$ cat src/rtl/pwm_ramp_sched.sv
// Steps each channel's duty cycle toward its target once per prescaled tick; channel k lands 2+k cycles after the tick.
// No backpressure: one tick may queue behind a running sweep, further ticks are dropped and flagged on overrun_o.
module pwm_ramp_sched #(
  parameter int NOutputs = 6,
  parameter int DcDw     = 16,
  parameter int PrescDw  = 8
) (
  input  logic                     clk_core_i,
  input  logic                     rst_core_i,
  input  logic                     cycle_end_i,
  input  logic [PrescDw-1:0]       presc_i,
  input  logic [NOutputs-1:0]      ramp_en_i,
  input  logic [NOutputs*DcDw-1:0] target_i,
  input  logic [NOutputs*DcDw-1:0] step_i,
  input  logic [NOutputs-1:0]      set_i,
  input  logic [DcDw-1:0]          set_val_i,
  output logic [NOutputs*DcDw-1:0] duty_cycle_o,
  output logic [NOutputs-1:0]      dc_update_o,
  output logic [NOutputs-1:0]      done_o,
  output logic                     busy_o,
  output logic                     overrun_o
);

  localparam int IdxW = (NOutputs > 1) ? $clog2(NOutputs) : 1;
  localparam logic [IdxW-1:0] LastIdx = IdxW'(NOutputs - 1);

  typedef enum logic {IDLE, SWEEP} state_e;

  state_e                       state_q, state_d;
  logic [IdxW-1:0]              idx_q, idx_d;
  logic                         pending_q, pending_d;
  logic                         overrun_d;
  logic [PrescDw-1:0]           cnt_q, cnt_d;
  logic                         tick;
  logic [NOutputs-1:0][DcDw-1:0] dc_q, dc_d;
  logic [NOutputs-1:0]          upd_q, upd_d;
  logic [DcDw-1:0]              cur, tgt, stp, diff, stepped;
  logic                         en_sel;

  assign tick = cycle_end_i && (cnt_q == presc_i);

  always_comb begin
    cnt_d = cnt_q;
    if (cycle_end_i) cnt_d = tick ? '0 : cnt_q + 1'b1;
  end

  always_comb begin
    state_d   = state_q;
    idx_d     = idx_q;
    pending_d = pending_q;
    overrun_d = 1'b0;
    case (state_q)
      IDLE: begin
        if (tick || pending_q) begin
          state_d   = SWEEP;
          idx_d     = '0;
          pending_d = 1'b0;
          overrun_d = tick && pending_q;
        end
      end
      SWEEP: begin
        if (idx_q == LastIdx) state_d = IDLE;
        else                  idx_d   = idx_q + 1'b1;
        // Only one tick can wait behind the running sweep
        if (tick) begin
          if (pending_q) overrun_d = 1'b1;
          else           pending_d = 1'b1;
        end
      end
      default: state_d = IDLE;
    endcase
  end

  always_comb begin
    cur    = '0;
    tgt    = '0;
    stp    = '0;
    en_sel = 1'b0;
    for (int k = 0; k < NOutputs; k++) begin
      if (idx_q == IdxW'(k)) begin
        cur    = dc_q[k];
        tgt    = target_i[k*DcDw +: DcDw];
        stp    = step_i[k*DcDw +: DcDw];
        en_sel = ramp_en_i[k];
      end
    end
  end

  // Distance is always taken as the non-negative difference, so the step clamps at target
  always_comb begin
    diff    = (cur < tgt) ? (tgt - cur) : (cur - tgt);
    stepped = cur;
    if (cur != tgt) begin
      if (diff <= stp)     stepped = tgt;
      else if (cur < tgt)  stepped = cur + stp;
      else                 stepped = cur - stp;
    end
  end

  always_comb begin
    dc_d  = dc_q;
    upd_d = '0;
    for (int k = 0; k < NOutputs; k++) begin
      if (set_i[k])
        dc_d[k] = set_val_i;
      else if ((state_q == SWEEP) && en_sel && (idx_q == IdxW'(k)))
        dc_d[k] = stepped;
      upd_d[k] = (dc_d[k] != dc_q[k]);
    end
  end

  always_ff @(posedge clk_core_i) begin
    if (rst_core_i) begin
      state_q   <= IDLE;
      idx_q     <= '0;
      pending_q <= 1'b0;
      overrun_o <= 1'b0;
      cnt_q     <= '0;
      dc_q      <= '0;
      upd_q     <= '0;
    end else begin
      state_q   <= state_d;
      idx_q     <= idx_d;
      pending_q <= pending_d;
      overrun_o <= overrun_d;
      cnt_q     <= cnt_d;
      dc_q      <= dc_d;
      upd_q     <= upd_d;
    end
  end

  assign duty_cycle_o = dc_q;
  assign dc_update_o  = upd_q;
  assign busy_o       = (state_q == SWEEP);

  always_comb begin
    done_o = '0;
    for (int k = 0; k < NOutputs; k++) done_o[k] = (dc_q[k] == target_i[k*DcDw +: DcDw]);
  end

endmodule
$ cat config.mk
export PLATFORM = sky130hd
export DESIGN_NAME = pwm_ramp_sched
export DESIGN_NICKNAME = d
export VERILOG_FILES = /design/src/rtl/pwm_ramp_sched.sv
export SDC_FILE = /design/constraint.sdc
export NUM_CORES = 1
export LEC_CHECK = 0
export ABC_CLOCK_PERIOD_IN_PS = 22000
export CORE_MARGIN = 2
export CORE_UTILIZATION = 35
export CTS_BUF_LIST = sky130_fd_sc_hd__clkbuf_4 sky130_fd_sc_hd__clkbuf_8
export CTS_CLUSTER_DIAMETER = 40
export DETAILED_ROUTE_END_ITERATION = 7
export SLEW_MARGIN = 25
export SYNTH_ARGS = -nofsm -noshare
export SYNTH_HDL_FRONTEND = slang
export SYNTH_SLANG_ARGS = --single-unit
$ cat constraint.sdc
create_clock -name clk_core_i -period 22 [get_ports clk_core_i]
set_input_delay 4.4 -clock clk_core_i [delete_from_list [all_inputs] [get_ports clk_core_i]]
set_output_delay 4.4 -clock clk_core_i [all_outputs]
set_load 0.1 [all_outputs]
Word-level counts from Yosys, hierarchy flattened
Cells that the tools add are included.
{ "totals": {"ff_bits": 116, "inputBits": 231, "out_inout_bits": 110, "elab_cells": 110} }
{ "op_classes": {"addsub": 6, "magnitude_cmp": 2, "eq_ne": 22, "n_mux": 54, "bitwise_logic": 1, "n_reduce_logical": 13} }
{ "op_table": {"columns": ["op", "n"], "rows": [
  ["16-bit 2-to-1 mux", 34],
  ["16-bit inequality test", 7],
  ["16-bit equality test", 6],
  ["16-bit subtractor", 3],
  ["16-bit adder", 1],
  ["16-bit <= comparator", 1],
  ["16-bit < comparator", 1],
  ["1-bit 2-to-1 mux", 13],
  ["1-bit logical AND", 9],
  ["8-bit by 1-bit adder with 8-bit output (second input constant)", 1],
  ["8-bit equality test", 1],
  ["8-bit 2-to-1 mux", 1],
  ["3-bit by 2-bit equality test with 1-bit output (second input constant)", 2],
  ["3-bit equality test (second input constant)", 2],
  ["3-bit 2-to-1 mux", 2],
  ["1-bit one-hot mux with 2 select lines", 3],
  ["3-bit one-hot mux with 2 select lines", 1],
  ["2-bit inequality test (second input constant)", 2],
  ["2-bit AND reduction", 2],
  ["3-bit by 1-bit adder with 3-bit output (second input constant)", 1],
  ["3-bit by 1-bit equality test with 1-bit output (second input constant)", 1],
  ["3-bit logical NOT", 1],
  ["2-bit by 1-bit inequality test with 1-bit output (second input constant)", 1],
  ["1-bit logical OR", 1],
  ["1-bit inverter", 1]
]} }

Longest topological paths before layout
Gate-level depths: netlist (run 1).
{ "logic_depth": {"ltp_word": 15, "mapped_depth": 38} }

Worst setup path after synthesis (run 1)
No wires, ideal clock.
{ "synth_path": {"kind": "input-to-output", "start": "input port target_i[33]", "end": "output port done_o[2]", "arrival_time_ns": 7.578, "required_time_ns": 17.600, "slack_ns": 10.022, "path_stages": 3, "n_path_buf": 0, "path_cell_list": "xnor2_1 > nand4_1 > nor4_1"} }
{ "synth_via": {"elab_chain_len": 1} }
{ "synth_rtl": {"columns": ["item", "line_no", "text"], "rows": [
  ["start, declared", "13", "input logic [NOutputs*DcDw-1:0] target_i,"],
  ["16-bit equality test", "138", "for (int k = 0; k < NOutputs; k++) done_o[k] = (dc_q[k] == target_i[k*DcDw +: DcDw]);"],
  ["end, declared", "19", "output logic [NOutputs-1:0] done_o,"]
]} }
Every way passes these cells.

Final worst setup path (run 1)
{ "layout_path": {"start": "input port target_i[42]", "end": "register upd_q[2] (netlist: dc_update_o[2])"} }
{ "layout_via": {"elab_chain_len": 12} }
{ "layout_rtl": {"columns": ["item", "line_no", "text"], "rows": [
  ["16-bit 2-to-1 mux (*) (4 in a row)", "80", "if (idx_q == IdxW'(k)) begin"],
  ["16-bit subtractor / 16-bit < comparator (equally long branches)", "91, 95", null],
  ["16-bit 2-to-1 mux", "91", "diff = (cur < tgt) ? (tgt - cur) : (cur - tgt);"],
  ["16-bit <= comparator", "94", "if (diff <= stp) stepped = tgt;"],
  ["16-bit 2-to-1 mux", "94", null],
  ["16-bit 2-to-1 mux (*)", "93", "if (cur != tgt) begin"],
  ["16-bit 2-to-1 mux (*)", "106", "else if ((state_q == SWEEP) && en_sel && (idx_q == IdxW'(k)))"],
  ["16-bit 2-to-1 mux (*)", "104", "if (set_i[k])"],
  ["16-bit inequality test (*)", "108", "upd_d[k] = (dc_d[k] != dc_q[k]);"],
  ["end signal, assigned", "128", "upd_q <= upd_d;"],
  ["end, declared", "36", "logic [NOutputs-1:0] upd_q, upd_d;"]
]} }
Every way passes the cells marked *; elsewhere a longest branch is shown, timed or not.
A chain may end at the register's enable or synchronous reset.

==> results of run 1 <==
[where the power goes]
part | internal [mW] | total (mW) | switching, mW
logic | 0.232 | 0.687 | 0.455
clock network | 0.106 | 0.222 | 0.116
registers | 0.221 | 0.255 | 0.0334
total | 0.559 | 1.16 | 0.605
[path summary, 6_finish.rpt]
kind                    endpoint  slack [ns]  depth (start not counted)
setup / recovery  dc_update_o[2]        9.05                         27
hold / removal         overrun_o        0.49                          1
setup reg to reg  dc_update_o[2]       11.19                         31
hold reg to reg        overrun_o        0.49                          1
[per-layer routing]
metal / track usage (%) / vias up / wire length, um
met2: 60.7 / 1359 / 40300
met1: 49.0 / 8988 / 36900
li1: - / 8285 / -
met4: 22.6 / 0 / 6420
met5: 0 / - / 0
met3: 7.32 / 303 / 8870
[final cells by class]
| type | count | area [um^2] | area share, % |
|---|---|---|---|
| Clock buffer | 17 | 234 | 1.19 |
| Clock inverter | 15 | 181 | 0.922 |
| Inverter | 79 | 297 | 1.51 |
| Multi-Input combinational cell | 1807 | 12000 | 61.1 |
| Sequential cell | 116 | 2320 | 11.8 |
| Tap cell | 592 | 741 | 3.76 |
| Timing Repair Buffer | 404 | 3880 | 19.7 |
[flip-flops by register name, summed over array words and instances (netlist names)]
register,count
busy_o,1
pending_q,1
duty_cycle_o,96
idx_q,3
dc_update_o,6
cnt_q,8
overrun_o,1
[metrics by stage]
stage	area [um^2]	hold WS, ns	power, mW	setup WS, ns	instances
after global routing	19700	0.507	1.19	8.71	3030
after detailed placement	19300	0.472	0.922	8.92	2998
after floorplan	15600	0.457	0.659	10.02	2220
after global placement	19300	0.474	0.923	9.02	2998
after CTS	19700	0.490	1.14	9.40	3030
final	19700	0.487	1.16	9.05	3030
[cell families after synthesis]
family	synth area share (%)
flops	14.9
buf+inv	8.57
mux	2.46
xor+xnor	16.7
fa+ha+maj	5.90
simple gates	22.9
compound gates	28.6
[cell usage in the layout, fill, tap and decap left out, drive strengths merged, types with 8 or more instances in the layout]
cell           Yosys  routed
a2111oi            8       8
a211o              8       8
a211oi            47      47
a21o              30      30
a21oi            244     244
a221o             12      12
a221oi            22      22
a22oi             15      15
a31oi             18      18
and2              20      20
and3              13      13
buf               95      65
clkbuf           123      17
clkdlybuf4s50      0     339
dfxtp            116     116
ha                69      69
inv               77      87
mux2i             35      35
nand2            202     202
nand2b            18      18
nand3             41      41
nand3b            14      14
nand4             56      56
nor2             242     242
nor2b             29      29
nor3              31      31
nor4              24      24
o211ai            37      37
o21ai             98      98
o221ai            13      13
o22a               8       8
o22ai             14      14
o2bb2ai            9       9
o31ai             10      10
xnor2            210     210
xor2              88      88
==> impl_metrics.tcl, run 1 <==
set metrics [dict create \
    synth_area_leaders "dfxtp_1, xnor2_1, a21oi_1" \
    finalMaxSlewViolations 0 \
    die_area_um2 46400 \
    clockBufferDepth 2 \
    path_delay_family "compound AO/OA/AOI/OAI gates" \
    clock-root-buffer "clkbuf_8" \
    p_per_area_nw_per_um2 59.1 \
    numClockSinks 116 \
    grt_overflow_total 0 \
    grt_pass1_vias 17900 \
    synth_seq_cells 116 \
    wl_per_cell_um 30.5 \
    htree_levels 4 \
    layout-drive-gt1-share_pct 6.60 \
    critPathBufInv 2 \
    min_period_ns 12.95 \
    ys.flop_type "dfxtp_1" \
    critPathCaptureType "flip-flop" \
    cts_buffers 17 \
    p_leak_nw 7.23 \
    io_pins 341 \
    io_buffer_count 340 \
    detail_route.wirelength_mm 92.5 \
    max_freq_mhz 77.2 \
    die_h_um 215 \
    ir_drop_mv 0.0343 \
    min_path_type "flip-flop to flip-flop" \
    drt_drc_violations_left 0 \
    yosysWarnings 0 \
    min_period_over_period_pct 58.9 \
    startpoint "target_i[42]" \
    cts_tree "done" \
    worstPathRequired_ns 22.38 \
    insertion_delay_ns 0.50 \
    status "complete, no violations" \
    postCtsSetupRepairBufs 0 \
    track_usage_pct 38.5 \
    finalClockSkew_ns 0.0209 \
    place_congestion 1.04 \
    cpMaxStageDelayCell "o21ai_0" \
    critPathArrivalTime_ns 13.33 \
    route.vias.total 18900 \
    post_cts_resized 0 \
    die_w_um 215 \
    grt_max_degree 86 \
    start_util_pct 35.4 \
    first_pass_iters 8 \
    crit_top_cell "o21ai_0" \
    slew_headroom_pct 28.0 \
    nets 2728 \
    cp_max_fo 24 \
    hold_buffers 0 \
    antenna_cells 0 \
    synth_fp_nets 2523 \
    fill_cells 4668 \
    synth_top_area_share_pct 14.9 \
    synth-seq-area-share_pct 14.9 \
    synthDistinctLibCells 107 \
    antenna_found_initial 0 \
    hp-start "pending_q" \
    rows 77 \
    synth-edff-count 0 \
    cpPeakStageDelay_ns 0.81 \
    core_area_um2 44100 \
    synthArstFlopShare_pct 0 \
    synth_top_area_cell "dfxtp_1" \
    syn_avg_cell_area_um2 7.04 \
    rsz0062_at_grt "no" \
    drv_cap 0 \
    drtAntennaViolNets 0 \
    grt_pass1_wl_mm 130 \
    synthTopCellsByCount "a21oi_1, nor2_1, xnor2_1, nand2_1, clkbuf_1" \
    tns_ns 0 \
    r2r-start "idx_q[0]" \
    finalHoldViolCount 0 \
    crit_type "input pin to flip-flop" \
    dp_hpwl_mm 70.6 \
    clk_pin_slew_ns 0.09 \
    worst_slew_pin_slew_ns 1.08 \
    post-route-util_pct 44.6 \
    drt_iter0_drc 2279 \
    syn_area_um2 15600 \
    setup_viol 0 \
    vias_per_cell 6.25 \
    syn_inst 2220 \
    start_kind "input pin" \
    area_growth_pct 25.8 \
]
(Power assumes the default switching activity.)
==> run 2, diff against run 1 <==
--- a/config.mk
+++ b/config.mk
@@ -5,7 +5,7 @@
 export SDC_FILE = /design/constraint.sdc
 export NUM_CORES = 1
 export LEC_CHECK = 0
-export ABC_CLOCK_PERIOD_IN_PS = 22000
+export ABC_CLOCK_PERIOD_IN_PS = 11400
 export CORE_MARGIN = 2
 export CORE_UTILIZATION = 35
 export CTS_BUF_LIST = sky130_fd_sc_hd__clkbuf_4 sky130_fd_sc_hd__clkbuf_8
==> constraint.sdc (replaced) <==
create_clock -name clk_core_i -period 11.4 [get_ports clk_core_i]
set_input_delay 2.28 -clock clk_core_i [delete_from_list [all_inputs] [get_ports clk_core_i]]
set_output_delay 2.28 -clock clk_core_i [all_outputs]
set_load 0.1 [all_outputs]
==> run 2 against run 1 <==
- combinational power grew 99%
- final area grew 1.0%
- non-clock buffer count grew 26
- clock-buffer cell count grew 2
- global-route usage grew 1.0 points
- worst hold slack is essentially flat
==> impl_metrics.tcl, run 2 (same netlist as run 1, synthesis figures left out) <==
set metrics [dict create \
    die_area_um2 46400 \
    rows 77 \
    dp_hpwl_mm 73.2 \
    hold_buffers 0 \
    final_common_cell "clkdlybuf4s50_1" \
    top_layer "met4" \
    insertion_delay_ns 0.52 \
    detail_route.wirelength_mm 94.7 \
    core_area_um2 44100 \
    place_congestion 1.05 \
    cpMaxStageDelayCell "a2111oi_0" \
    most-common-layout-cells "clkdlybuf4s50_1, a21oi_1, nor2_1" \
    track_usage_pct 39.6 \
    cts_buffers 17 \
    numClockSinks 116 \
    die_w_um 215 \
    p_per_area_nw_per_um2 116 \
    die_h_um 215 \
    status "complete, no violations" \
    antenna_cells 0 \
    cpPeakStageDelay_ns 0.80 \
    start_kind "input pin" \
    drtAntennaViolNets 0 \
    setup_viol 0 \
    finalMaxSlewViolations 0 \
    drv_cap 0 \
    io_pins 341 \
    wl_met3_mm 9.79 \
    tns_ns 0 \
    min_path_type "flip-flop to flip-flop" \
    critPathBufInv 3 \
    first_pass_iters 8 \
    power_mw 2.30 \
    cp_max_fo 12 \
    nets 2754 \
    worstPathRequired_ns 11.77 \
    m1WireLength_mm 36.9 \
    crit_top_cell "o21ai_0" \
    grt_pass1_wl_mm 133 \
    ir_drop_mv 0.0918 \
    drt_drc_violations_left 0 \
    path_delay_family "compound AO/OA/AOI/OAI gates" \
    clockBufferDepth 2 \
    wl_per_cell_um 31.0 \
    grt_overflow_total 0 \
    worst_slew_pin_slew_ns 1.18 \
    critPathArrivalTime_ns 10.49 \
    route.vias.total 19200 \
    layout-drive-gt1-share_pct 7.51 \
    clk_pin_slew_ns 0.08 \
    post_cts_resized 0 \
    fill_cells 4565 \
    whs_path_depth 1 \
    htree_levels 4 \
    largest_register_ffs 96 \
    rsz0062_at_grt "no" \
    slew_headroom_pct 20.8 \
    io_buffer_count 340 \
    finalClockSkew_ns 0.0255 \
    grt_max_degree 76 \
    max_freq_mhz 98.8 \
    area_growth_pct 27.1 \
    postCtsSetupRepairBufs 0 \
    drt_iter0_drc 2532 \
    antenna_found_initial 0 \
    critPathCaptureType "flip-flop" \
    start_util_pct 35.4 \
    min_period_ns 10.12 \
    clock-root-buffer "clkbuf_8" \
    finalHoldViolCount 0 \
    min_period_over_period_pct 88.8 \
    grt_pass1_vias 18200 \
    p_leak_nw 7.36 \
    cts_tree "done" \
    cp.depth 30 \
    vias_per_cell 6.29 \
    crit_type "input pin to flip-flop" \
    met2RoutedLength_mm 40.9 \
    ff2ff_path_depth 32 \
]
-- run 2: cell types whose count changed in the layout (fill, tap and decap cells not counted), sizes merged --
cell and change:
inv -6, clkinv +3, bufinv +1, buf +26, clkbuf +2
-- run 2: routing by layer --
metal / GRT usage, % / up-vias
li1: - / 8335
met2: 61.2 / 1370
met1: 49.9 / 9161
met3: 8.46 / 347
met4: 25.2 / 0
met5: 0 / -
-- run 2: metrics by stage --
| stage | hold slack [ns] | setup WS [ns] | instances | area [um^2] | util [%] |
|---|---|---|---|---|---|
| after floorplan | 0.457 | 3.43 | 2220 | 15600 | - |
| after global placement | 0.473 | 1.32 | 3024 | 19400 | 44.1 |
| after detailed placement | 0.473 | 1.17 | 3024 | 19400 | 44.1 |
| after CTS | 0.482 | 1.69 | 3056 | 19900 | 45.0 |
| after global routing | 0.495 | 0.975 | 3056 | 19900 | 45.0 |
| final | 0.487 | 1.28 | 3056 | 19900 | 45.0 |
-- run 2: area by class of cell --
type,count,area [um^2],area share [%]
Multi-Input combinational cell,1807,12000,60.4
Timing Repair Buffer,430,4080,20.5
Sequential cell,116,2320,11.7
Tap cell,592,741,3.73
Inverter,79,297,1.49
Clock buffer,19,255,1.28
Clock inverter,13,171,0.862
-- run 2: path summary, 6_finish.rpt --
check	start	end	slack, ns
hold / removal	pending_q	overrun_o	0.49
setup / recovery	target_i[24]	dc_update_o[0]	1.28
hold reg to reg	pending_q	overrun_o	0.49
setup reg to reg	idx_q[0]	dc_update_o[0]	1.77
-- run 2: worst register-to-register path: cells and delay by family (launching register included) --
family | cells | cell delay [ns]
xor+xnor | 2 | 0.24
buf+inv | 5 | 1.38
compound gates | 18 | 5.08
flops | 1 | 0.47
fa+ha+maj | 3 | 1.33
simple gates | 4 | 0.95
-- run 2: where the power goes --
| group | internal (mW) | switching, mW |
|---|---|---|
| sequential | 0.427 | 0.0622 |
| clock | 0.227 | 0.212 |
| combinational | 0.474 | 0.898 |
